==> src/rtl/axi_arbiter.sv <==
// axi_arbiter: single-outstanding AXI3 bridge that shares the core's AXI port
// between I-cache refill, D-cache refill and D-cache writeback, one whole-line
// burst at a time.
// Optional macro AXI_ARB_RR_EN: the two read requesters alternate when both
// are pending in IDLE (the writeback keeps top priority).
module axi_arbiter #(
    parameter int unsigned LINE_WORDS = 8
) (
    input  logic                      clk,
    input  logic                      rst,

    input  logic                      icache_rd_req,
    input  logic [31:0]               icache_rd_addr,
    output logic                      icache_rd_done,
    output logic [32*LINE_WORDS-1:0]  icache_rd_data,

    input  logic                      dcache_rd_req,
    input  logic [31:0]               dcache_rd_addr,
    output logic                      dcache_rd_done,
    output logic [32*LINE_WORDS-1:0]  dcache_rd_data,

    input  logic                      dcache_wr_req,
    input  logic [31:0]               dcache_wr_addr,
    input  logic [32*LINE_WORDS-1:0]  dcache_wr_data,
    output logic                      dcache_wr_done,

    output logic                      stallreq_from_axi,

    output logic [3:0]                arid,
    output logic [31:0]               araddr,
    output logic [3:0]                arlen,
    output logic [2:0]                arsize,
    output logic [1:0]                arburst,
    output logic                      arvalid,
    input  logic                      arready,

    input  logic [3:0]                rid,
    input  logic [31:0]               rdata,
    input  logic [1:0]                rresp,
    input  logic                      rlast,
    input  logic                      rvalid,
    output logic                      rready,

    output logic [3:0]                awid,
    output logic [31:0]               awaddr,
    output logic [3:0]                awlen,
    output logic [2:0]                awsize,
    output logic [1:0]                awburst,
    output logic                      awvalid,
    input  logic                      awready,

    output logic [3:0]                wid,
    output logic [31:0]               wdata,
    output logic [3:0]                wstrb,
    output logic                      wlast,
    output logic                      wvalid,
    input  logic                      wready,

    input  logic [3:0]                bid,
    input  logic [1:0]                bresp,
    input  logic                      bvalid,
    output logic                      bready
);

    localparam int unsigned LINE_W = 32 * LINE_WORDS;
    localparam int unsigned CNT_W  = (LINE_WORDS > 1) ? $clog2(LINE_WORDS) : 1;
    localparam logic [CNT_W-1:0] LAST_BEAT = CNT_W'(LINE_WORDS - 1);

    typedef enum logic [2:0] {IDLE, AR, R, AW, W, B, DONE} state_t;
    typedef enum logic [1:0] {OWN_NONE, OWN_ICACHE, OWN_DCACHE_RD, OWN_DCACHE_WR} owner_t;

    state_t           state;
    owner_t           owner;
    logic [CNT_W-1:0] beat_cnt;
    logic             pick_dcache_rd_c;

    // Word idx of a cache line, word 0 in the low bits.
    function automatic logic [31:0] line_word(input logic [LINE_W-1:0] line,
                                              input int unsigned idx);
        return line[32*idx +: 32];
    endfunction

    // Burst shape is fixed: whole line, 32-bit beats, incrementing.
    assign arlen   = 4'(LINE_WORDS - 1);
    assign awlen   = 4'(LINE_WORDS - 1);
    assign arsize  = 3'b010;
    assign awsize  = 3'b010;
    assign arburst = 2'b01;
    assign awburst = 2'b01;
    assign wstrb   = 4'hf;

    // Response ids and status are not used by this bridge.
    logic unused_axi_fields;
    assign unused_axi_fields = ^{rid, rresp, bid, bresp};

    // Pipeline must hold while a burst is in flight or any requester waits.
    assign stallreq_from_axi = (state != IDLE) | icache_rd_req | dcache_rd_req | dcache_wr_req;

`ifdef AXI_ARB_RR_EN
    logic last_rd_dcache;
    // With both reads pending, the requester that did not win last time goes.
    assign pick_dcache_rd_c = dcache_rd_req && (!icache_rd_req || !last_rd_dcache);
`else
    // D-cache refill always beats I-cache refill.
    assign pick_dcache_rd_c = dcache_rd_req;
`endif

    // Transaction FSM: grant, run one burst, pulse the owner's done.
    always_ff @(posedge clk) begin
        if (rst) begin
            state          <= IDLE;
            owner          <= OWN_NONE;
            beat_cnt       <= '0;
            arid           <= '0;
            araddr         <= '0;
            arvalid        <= 1'b0;
            rready         <= 1'b0;
            awid           <= '0;
            awaddr         <= '0;
            awvalid        <= 1'b0;
            wid            <= '0;
            wdata          <= '0;
            wlast          <= 1'b0;
            wvalid         <= 1'b0;
            bready         <= 1'b0;
            icache_rd_done <= 1'b0;
            dcache_rd_done <= 1'b0;
            dcache_wr_done <= 1'b0;
            icache_rd_data <= '0;
            dcache_rd_data <= '0;
`ifdef AXI_ARB_RR_EN
            last_rd_dcache <= 1'b0;
`endif
        end else begin
            case (state)
                IDLE: begin
                    if (dcache_wr_req) begin
                        owner   <= OWN_DCACHE_WR;
                        awaddr  <= dcache_wr_addr;
                        awid    <= 4'd1;
                        awvalid <= 1'b1;
                        state   <= AW;
                    end else if (pick_dcache_rd_c) begin
                        owner   <= OWN_DCACHE_RD;
                        araddr  <= dcache_rd_addr;
                        arid    <= 4'd1;
                        arvalid <= 1'b1;
                        state   <= AR;
`ifdef AXI_ARB_RR_EN
                        last_rd_dcache <= 1'b1;
`endif
                    end else if (icache_rd_req) begin
                        owner   <= OWN_ICACHE;
                        araddr  <= icache_rd_addr;
                        arid    <= 4'd0;
                        arvalid <= 1'b1;
                        state   <= AR;
`ifdef AXI_ARB_RR_EN
                        last_rd_dcache <= 1'b0;
`endif
                    end
                end
                AR: begin
                    if (arready) begin
                        arvalid  <= 1'b0;
                        rready   <= 1'b1;
                        beat_cnt <= '0;
                        state    <= R;
                    end
                end
                R: begin
                    if (rvalid) begin
                        if (owner == OWN_ICACHE) begin
                            icache_rd_data[32*int'(beat_cnt) +: 32] <= rdata;
                        end else begin
                            dcache_rd_data[32*int'(beat_cnt) +: 32] <= rdata;
                        end
                        if (beat_cnt != LAST_BEAT) begin
                            beat_cnt <= beat_cnt + 1'b1;
                        end
                        if (rlast) begin
                            rready <= 1'b0;
                            state  <= DONE;
                            if (owner == OWN_ICACHE) begin
                                icache_rd_done <= 1'b1;
                            end else begin
                                dcache_rd_done <= 1'b1;
                            end
                        end
                    end
                end
                AW: begin
                    if (awready) begin
                        awvalid  <= 1'b0;
                        wvalid   <= 1'b1;
                        wid      <= 4'd1;
                        beat_cnt <= '0;
                        wdata    <= line_word(dcache_wr_data, 32'd0);
                        wlast    <= 1'b0;
                        state    <= W;
                    end
                end
                W: begin
                    if (wready) begin
                        if (beat_cnt == LAST_BEAT) begin
                            wvalid <= 1'b0;
                            wlast  <= 1'b0;
                            bready <= 1'b1;
                            state  <= B;
                        end else begin
                            beat_cnt <= beat_cnt + 1'b1;
                            wdata    <= line_word(dcache_wr_data, 32'(beat_cnt) + 32'd1);
                            wlast    <= ((beat_cnt + 1'b1) == LAST_BEAT);
                        end
                    end
                end
                B: begin
                    if (bvalid) begin
                        bready         <= 1'b0;
                        dcache_wr_done <= 1'b1;
                        state          <= DONE;
                    end
                end
                DONE: begin
                    icache_rd_done <= 1'b0;
                    dcache_rd_done <= 1'b0;
                    dcache_wr_done <= 1'b0;
                    owner          <= OWN_NONE;
                    state          <= IDLE;
                end
                default: begin
                    state <= IDLE;
                end
            endcase
        end
    end

endmodule

==> config.mk <==
export PLATFORM = sky130hd
export DESIGN_NAME = axi_arbiter
export DESIGN_NICKNAME = d
export VERILOG_FILES = /design/src/rtl/axi_arbiter.sv
export SDC_FILE = /design/constraint.sdc
export NUM_CORES = 1
export LEC_CHECK = 0
export BUFFER_PORTS_ARGS = -buffer_cell sky130_fd_sc_hd__buf_2
export CAP_MARGIN = 20
export CORE_AREA = 2 2 411 413
export CTS_CLUSTER_SIZE = 12
export DETAILED_ROUTE_END_ITERATION = 8
export DIE_AREA = 0 0 413 415
export SLEW_MARGIN = 20
export SYNTH_ARGS = -nofsm -noshare
export SYNTH_HDL_FRONTEND = slang
export SYNTH_SLANG_ARGS = --single-unit
==> constraint.sdc <==
create_clock -name clk -period 2.95 [get_ports clk]
set_clock_uncertainty 0.1 [all_clocks]
set_input_delay 0.295 -clock clk [delete_from_list [all_inputs] [get_ports clk]]
set_output_delay 0.295 -clock clk [all_outputs]
set_load 0.005 [all_outputs]
# ---- Word level (Yosys, flattened, before mapping)
# Index checks and enable logic that the tools add are counted.
dict set report word_totals {
  reg_bits 631
  input_bits 407
  wordCells 151
}
dict set report classes {
  n_addsub 3
  eq_ne 25
  shift 3
  muxes 65
  bitwise 5
  reduce_logical 30
}
# cell count
set op_table {}
lappend op_table {{bitwise mux 256 bit} 2}
lappend op_table {{variable shift 32 x 33 -> 256 bit (first input constant)} 1}
lappend op_table {{variable part select 256 x 10 -> 32 bit} 1}
lappend op_table {{variable part select 32 x 33 -> 256 bit} 1}
lappend op_table {{2-to-1 mux 32 bit} 5}
lappend op_table {{one-hot mux 32 bit (2 select lines)} 1}
lappend op_table {{2-to-1 mux 3 bit} 16}
lappend op_table {{negator 8 -> 33 bit} 1}
lappend op_table {{AND reduction 4 bit} 7}
lappend op_table {{!= test 2 bit (second input constant)} 13}
lappend op_table {{2-to-1 mux 1 bit} 24}
lappend op_table {{one-hot mux 1 bit (2 select lines)} 9}
lappend op_table {{one-hot mux 3 bit (6 select lines)} 1}
lappend op_table {{nonzero test 2 bit} 9}
lappend op_table {{== test 3 bit (second input constant)} 5}
lappend op_table {{AND reduction 3 bit} 5}
lappend op_table {{one-hot mux 3 bit (4 select lines)} 1}
lappend op_table {{2-to-1 mux 4 bit} 2}
lappend op_table {{AND reduction 2 bit} 4}
lappend op_table {{AND reduction 8 bit} 1}
lappend op_table {{AND reduction 7 bit} 1}
lappend op_table {{== test 3 x 2 -> 1 bit (second input constant)} 2}
lappend op_table {{2-to-1 mux 2 bit} 3}
lappend op_table {{!= test 3 bit (second input constant)} 2}
lappend op_table {{other kinds (11)} 14}

# ---- Depth between registers and ports, before layout
# Gate-level depths: netlist of the first run.
dict set report logic_depth {
  ltp_word 5
  mapped_depth 11
}

# ---- Worst setup path before layout of the first run
# Ideal clock, no wire load.
dict set report synth_timing {
  path_kind {register -> register}
  startpoint {register beat_cnt[1]}
  endpoint {register dcache_rd_data[140]}
  setup_ns 0.117
  t_arrival_ns 2.859
  path_slack_ns -0.126
  stages_incl_launch_ff 11
  path_buffers 3
  path_cell_list {dfxtp_1 > buf_2 > clkbuf_1 > inv_1 > ha_1 > ha_1 > or4b_4 > nor4_4 > nor2_1 > clkbuf_1 > a22o_1}
}
dict set report synth_between {
  elab_chain_cells 3
  elab_cells_between_ends 4
  cone_classes {add/sub (1); shift (2); mux (1)}
}
# element line_no
set synth_rtl {}
lappend synth_rtl {{start, declared} 74} ;# logic [CNT_W-1:0] beat_cnt;
lappend synth_rtl {{start signal, assigned} 179} ;# beat_cnt <= beat_cnt + 1'b1;
lappend synth_rtl {{start signal, assigned} 211} ;# beat_cnt <= beat_cnt + 1'b1;
lappend synth_rtl {{negator 8 -> 33 bit *} 176} ;# dcache_rd_data[32*int'(beat_cnt) +: 32] <= rdata;
lappend synth_rtl {{variable part select 32 x 33 -> 256 bit / variable shift 32 x 33 -> 256 bit (equally long branches)} 176}
lappend synth_rtl {{bitwise mux 256 bit *} 176}
lappend synth_rtl {{end signal, assigned by index} 176}
lappend synth_rtl {{end, declared} 20} ;# output logic [32*LINE_WORDS-1:0] dcache_rd_data,
# Every way passes the cells marked *; elsewhere a longest branch is shown, timed or not.
# A chain may end at the register's enable or synchronous reset.

# ---- Final worst setup path of the first run
dict set report layout_timing {
  startpoint {register beat_cnt[0]}
  endpoint {register wdata[1]}
}
dict set report layout_between {
  elab_chain_cells 5
  elab_cells_between_ends 8
  cone_classes {add/sub (1); eq/ne (2); shift (1); mux (3); reduce/logical (1)}
}
# element line_no
set layout_rtl {}
lappend layout_rtl {{adder 3 x 1 -> 4 bit} 212} ;# wdata <= line_word(dcache_wr_data, 32'(beat_cnt) + 32'd1);
lappend layout_rtl {{variable part select 256 x 10 -> 32 bit} 80} ;# return line[32*idx +: 32];
lappend layout_rtl {{2-to-1 mux 32 bit} 205} ;# if (beat_cnt == LAST_BEAT) begin
lappend layout_rtl {{2-to-1 mux 32 bit} 204} ;# if (wready) begin
lappend layout_rtl {{one-hot mux 32 bit (2 select lines)} 135} ;# case (state)
lappend layout_rtl {{end signal, assigned} 198} ;# wdata <= line_word(dcache_wr_data, 32'd0);
lappend layout_rtl {{end signal, assigned} 212}
lappend layout_rtl {{end, declared} 53} ;# output logic [31:0] wdata,
# Parallel ways exist; a longest one is shown, timed or not. The select of a mux whose other input is x is not followed.

==> results.json, run 1 <==
{
  "rsz0062_at_grt": "false",
  "num_vias": 24690,
  "num_rows": 150,
  "cts_made_buffers": 74,
  "crit_path_end_kind": "flop",
  "ys_seq_area_share_pct": 51.0,
  "critical_path_arrival_ns": 3.30,
  "cts_tree": "yes",
  "drive_gt1_share_pct": 33.5,
  "clockRootBuffer": "clkbuf_16",
  "synth_edf_count": 0,
  "clk_pin_slew_worst_paths_ns": 0.06,
  "dp_hpwl_mm": 118,
  "hold_path.class": "in2reg",
  "startpoint": "beat_cnt[0]",
  "status": "finished clean",
  "grt_pass1_vias": 23271,
  "start_util_pct": 14.8,
  "routedWlPerCell_um": 25.3,
  "synthCells": 2626,
  "area_delta_synth_final_pct": 47.5,
  "synth_compound_area_share_pct": 11.5,
  "max-cap-violations": 0,
  "async_flop_share_pct": 0,
  "yosys.area.top_type": "dfxtp_1",
  "synth_top_area_share_pct": 51.0,
  "fp.coreArea_um2": 167000,
  "postSynthAreaPerCell_um2": 9.38,
  "cts.htree.levels": 3,
  "timing.final.crit_period_ns": 2.78,
  "p_per_area_nw_per_um2": 626,
  "tns_ns": 0,
  "fillers": 18356,
  "nNetsFinal": 4133,
  "clock_sinks": 628,
  "ys_seq_elements": 628,
  "die_h_um": 415,
  "die_w_um": 413,
  "peakVddDrop_uv": 386,
  "ys.flop_type": "dfxtp_1",
  "synth.cell_area_um2": 24600,
  "die-area_um2": 171000,
  "synth_mux_area_share_pct": 16.0,
  "ys_types": 56,
  "synth_top_family_by_area": "simple AND/OR/NAND/NOR gates",
  "grt_pass1_wl_mm": 198,
  "track_usage_pct": 16.9,
  "grt_remaining_overflow": 0,
  "hold_viol": 0,
  "final_cells": 5993,
  "path_max_fanout": 64,
  "path_class": "reg2reg",
  "port-buffer-count": 1015,
  "p_leak_uw": 0.0169,
  "r2r_end": "wdata[1]",
  "drtIter0Drc": 1501,
  "antenna_found_initial": 81,
  "firstDrtPassIters": 8,
  "grt_max_degree": 101,
  "synth-simple-area-share_pct": 16.1,
  "postRouteAntennaNets": 0,
  "clkLatencyLatePin_ns": 0.65,
  "final_common_cell": "buf_2",
  "ys_warn_count": 0,
  "viasPerCell": 4.12,
  "worst_pin_slew_ns": 1.08,
  "synth_area_leaders": "dfxtp_1 51%, mux2i_1 13%, nand2_1 6.7%",
  "synth_fa_ha_area_share_pct": 0.355,
  "place_congestion": 0.876,
  "drv_slew": 0,
  "cp-endpoint": "wdata[1]",
  "routed_wl_mm": 151,
  "ctsLongestPathBuffers": 3,
  "worstRegToRegCells": 9,
  "min_period_over_period_pct": 94.2,
  "final_cell_mix": "1014 x buf_2, 625 x dfxtp_1, 435 x nand2_1",
  "setup_violations": 0,
  "ios": 1059,
  "fmax_mhz": 360,
  "min_path_cells": 3,
  "max_slew_margin_pct": 27.8,
  "drc": 0,
  "start_kind": "flop",
  "crit_required_ns": 3.47,
  "r2r_slack_ns": 0.17,
  "dp_cells": 5689,
  "r2r-start": "beat_cnt[0]",
  "synth-xor-area-share_pct": 0.0355
}
==> per-stage QoR <==
step | setup WS, ns | util, % | power [uW] | hold slack, ns | cell area (um^2)
after floorplan | 0.0109 | - | 11200 | 0.312 | 24800
after global placement | 0.298 | 19.3 | 13100 | 0.336 | 32200
after detailed placement | 0.262 | 19.3 | 13200 | 0.339 | 32200
after CTS | 0.194 | 21.8 | 23100 | 0.00243 | 36300
after global routing | 0.0424 | 21.8 | 23700 | 0.0132 | 36300
final | 0.170 | 21.8 | 22800 | 0.0410 | 36400
==> layout make-up <==
cell class                      count  area (um^2)  share of cell area (%)
Inverter                            7         33.8                  0.0929
Clock buffer                      107         2200                    6.05
Antenna cell                       17         42.5                   0.117
Multi-Input combinational cell   1759        11000                    30.2
Clock inverter                     22          310                   0.853
Tap cell                         2204         2760                    7.58
Sequential cell                   628        12600                    34.6
Timing Repair Buffer             1249         7440                    20.5
==> worst min-delay path by stage <==
stage,start,endpoint,slack [ns]
after floorplan,bvalid,bready,0.31
after global placement,wid[0],wid[0],0.34
after detailed placement,icache_rd_data[159],icache_rd_data[159],0.34
after CTS,rdata[8],icache_rd_data[8],0.002
after global routing,rdata[8],icache_rd_data[8],0.01
final,rdata[8],icache_rd_data[8],0.04
==> routing by layer <==
layer	up-vias	track usage [%]	routed length, um
li1	11362	-	-
met1	11826	19.1	59000
met2	1181	29.0	73600
met3	313	4.96	11900
met4	8	7.54	6750
met5	-	0	49
==> state kept, by name, summed over array words and instances (netlist names), 2 cells and up <==
signal / flops
owner: 2
icache_rd_data: 256
awaddr: 32
state: 3
beat_cnt: 3
araddr: 32
wdata: 32
dcache_rd_data: 256
==> critical path, stage by stage (launching register included) <==
cell           delay, ns
dfxtp_4             0.34
buf_4               0.19
ha_1                0.31
ha_1                0.27
buf_4               0.18
o21ai_4             0.16
buf_12              0.25
o21ai_0             0.17
a31oi_1             0.16
dlygate4sd3_1       0.55
==> Yosys cell counts, types with 3 or more instances <==
cell type,count
a31oi_1,37
buf_2,42
nor2_1,109
o21ai_1,6
buf_4,32
nand2_1,438
o211ai_1,62
inv_1,7
nor2b_1,4
dfxtp_1,628
nand4_1,12
buf_1,19
buf_6,9
and3_1,3
a22o_1,20
nand3_1,245
nor4_1,6
nand2_2,3
mux2i_1,322
mux4_2,31
nor3b_1,3
clkbuf_1,159
nor3_1,9
a211oi_1,33
o21ai_0,269
ha_1,7
nand3b_1,31
a21oi_1,41
nand2b_1,5
==> power breakdown <==
part	internal (uW)	switching, uW	total (uW)
logic	1530	2450	3980
clock network	5640	3930	9560
registers	8950	284	9230
==> repair_timing <==
item | CTS | global route
buffers inserted | 0 | 0
hold buffers | 158 | 0
gates resized for setup | 0 | 0
endpoints found under the hold margin | 128 | 0
==> cells by family (layout without fill, tap and decap cells) <==
family,count (synthesis),after routing
simple gates,883,883
flops,628,628
other cells,2,48
mux,354,354
fa+ha+maj,7,7
xor+xnor,1,1
compound gates,483,483
buf+inv,268,1385
Note: power is estimated with default switching activity, not from simulation.
==> inputs of run 2 (changes only) <==
BUFFER_PORTS_ARGS = default   (was -buffer_cell sky130_fd_sc_hd__buf_2)
CORE_AREA = 2 2 414 416   (was 2 2 411 413)
DIE_AREA = 0 0 416 418   (was 0 0 413 415)
DONT_BUFFER_PORTS = 1   (was default)
==> run 2 against run 1 <==
Net effect: setup slack got worse by 0.12 ns; clock power decreased by 3.9%; fmax is 4.1% lower; via count shrank 14%; critical path depth shrank 4; core utilization is 2.8 points lower; global-route usage shrank 2.9 points; cell count shrank 15%; sequential power increased by 3.3%; power decreased by 3.6%; register-to-register slack worse by 0.12 ns; flip-flop and latch count did not move; critical endpoint is now wdata[28]; largest cell class unchanged; largest power group is now registers.
==> results.json, run 2 (synthesized netlist as in run 1, its figures left out) <==
{
  "status": "finished clean",
  "post_cts_buffers": 0,
  "dp_hpwl_mm": 93.1,
  "drtIter0Drc": 1924,
  "clock_sinks": 628,
  "drive_gt1_share_pct": 8.66,
  "hold_viol": 0,
  "viasPerCell": 4.20,
  "worst_pin_slew_ns": 1.06,
  "clkLatencyLatePin_ns": 0.71,
  "final_common_cell": "dfxtp_1",
  "crit_path_end_kind": "flop",
  "largest_registers": "dcache_rd_data x256, icache_rd_data x256",
  "critical_path_arrival_ns": 3.39,
  "peakVddDrop_uv": 398,
  "firstDrtPassIters": 6,
  "totalPowerFinal_uw": 22000,
  "clockRootBuffer": "clkbuf_16",
  "clk_pin_slew_worst_paths_ns": 0.07,
  "cts_tree": "yes",
  "place_congestion": 0.855,
  "setup_violations": 0,
  "cts.htree.levels": 3,
  "nNetsFinal": 3193,
  "max-cap-violations": 0,
  "cts_made_buffers": 72,
  "hold_path.class": "in2reg",
  "p_leak_uw": 0.0124,
  "drc": 0,
  "num_vias": 21295,
  "crit_required_ns": 3.44,
  "path_max_fanout": 99,
  "grt_pass1_vias": 19944,
  "track_usage_pct": 14.0,
  "min_period_over_period_pct": 98.3,
  "fp.coreArea_um2": 169000,
  "slowest_delay_ns": 0.62,
  "ctsLongestPathBuffers": 3,
  "drv_slew": 0,
  "layout_setup_ws_ns": 0.0510,
  "grt_pass1_wl_mm": 169,
  "p_per_area_nw_per_um2": 681,
  "critPathTopFamily": "buffers and inverters",
  "start_util_pct": 14.6,
  "routed_wl_mm": 129,
  "grt_remaining_overflow": 0,
  "timing.final.crit_period_ns": 2.90,
  "final_cell_mix": "625 x dfxtp_1, 435 x nand2_1, 322 x mux2i_1",
  "grt_max_degree": 122,
  "die_w_um": 416,
  "antenna_found_initial": 50,
  "crit_slowest_cell": "mux4_2",
  "postRouteAntennaNets": 0,
  "routedWlPerCell_um": 25.4,
  "start_kind": "flop",
  "pre_cts_slack_ns": 0.192,
  "area_delta_synth_final_pct": 30.8,
  "worst-path-buf-inv": 2,
  "ios": 1059,
  "crit_chain": "buf_16 > mux4_2 > o211ai_1 > a31oi_1 > dlygate4sd3_1",
  "die-area_um2": 174000,
  "port-buffer-count": 0,
  "max_slew_margin_pct": 29.3,
  "path_class": "reg2reg",
  "die_h_um": 418,
  "num_rows": 151,
  "rsz0062_at_grt": "true",
  "fmax_mhz": 345
}
-- run 2: cell types whose count changed in the layout (fill, tap and decap cells not counted), moves of 3 or more --
cell	before	now
clkbuf_16	76	72
dlygate4sd3_1	158	234
buf_12	16	30
clkinv_16	0	5
buf_2	1014	0
clkinvlp_4	3	7
diode_2	17	24
buf_4	60	41
clkinv_4	4	1
bufinv_16	5	2
-- run 2: where the power goes --
group | internal, uW | switching (uW) | total (uW)
registers | 8950 | 573 | 9530
logic | 1280 | 1950 | 3230
clock network | 5180 | 4010 | 9190
-- run 2: what timing repair did --
item	4_1_cts	5_1_grt
setup endpoints to repair	0	27
endpoints found under the hold margin	627	0
hold buffers	250	0
gates resized for setup	0	8
-- run 2: worst paths after layout --
check / cells after the start / start / slack, ns / to
worst min-delay path: 4 / dcache_wr_data[198] / 0.02 / wdata[6]
worst min register to register: 2 / dcache_rd_data[238] / 0.38 / dcache_rd_data[238]
worst max register to register: 5 / beat_cnt[1] / 0.05 / wdata[28]
worst max-delay path: 5 / beat_cnt[1] / 0.05 / wdata[28]
-- run 2: metrics by stage --
step	std cells	cell area, um^2	hold slack, ns	setup TNS, ns	util (%)
5_1_grt	5062	32200	0.0601	-0.0539	19.0
2_1_floorplan	2655	24800	0.312	0	-
4_1_cts	5047	32100	0.00217	0	19.0
3_5_place_dp	4672	27000	0.318	0	16.0
6_report	5072	32200	0.0224	0	19.1
3_3_place_gp	4672	27000	0.314	0	16.0
-- run 2: worst register-to-register path, stage by stage (launching register included) --
cell,delay (ns)
dfxtp_4,0.40
buf_16,0.28
mux4_2,0.91
o211ai_1,0.36
a31oi_1,0.13
dlygate4sd3_1,0.58
-- run 2: cell type report --
class | instances | area (um^2)
well taps | 2218 | 2780
flip-flops and latches | 628 | 12600
fillers | 18520 | 137000
clock inverters | 21 | 328
diodes | 24 | 60.1
repair buffers | 311 | 3360
multi-input cells | 1759 | 11000
clock buffers | 104 | 2090
inverters | 7 | 33.8
-- run 2: per-layer routing --
metal / track usage, % / vias to the layer above / routed length [um]
met4: 7.99 / 24 / 7330
met5: 0.0278 / - / 166
met1: 14.8 / 10319 / 45300
met3: 3.98 / 301 / 9920
li1: - / 9500 / -
met2: 24.8 / 1151 / 66000
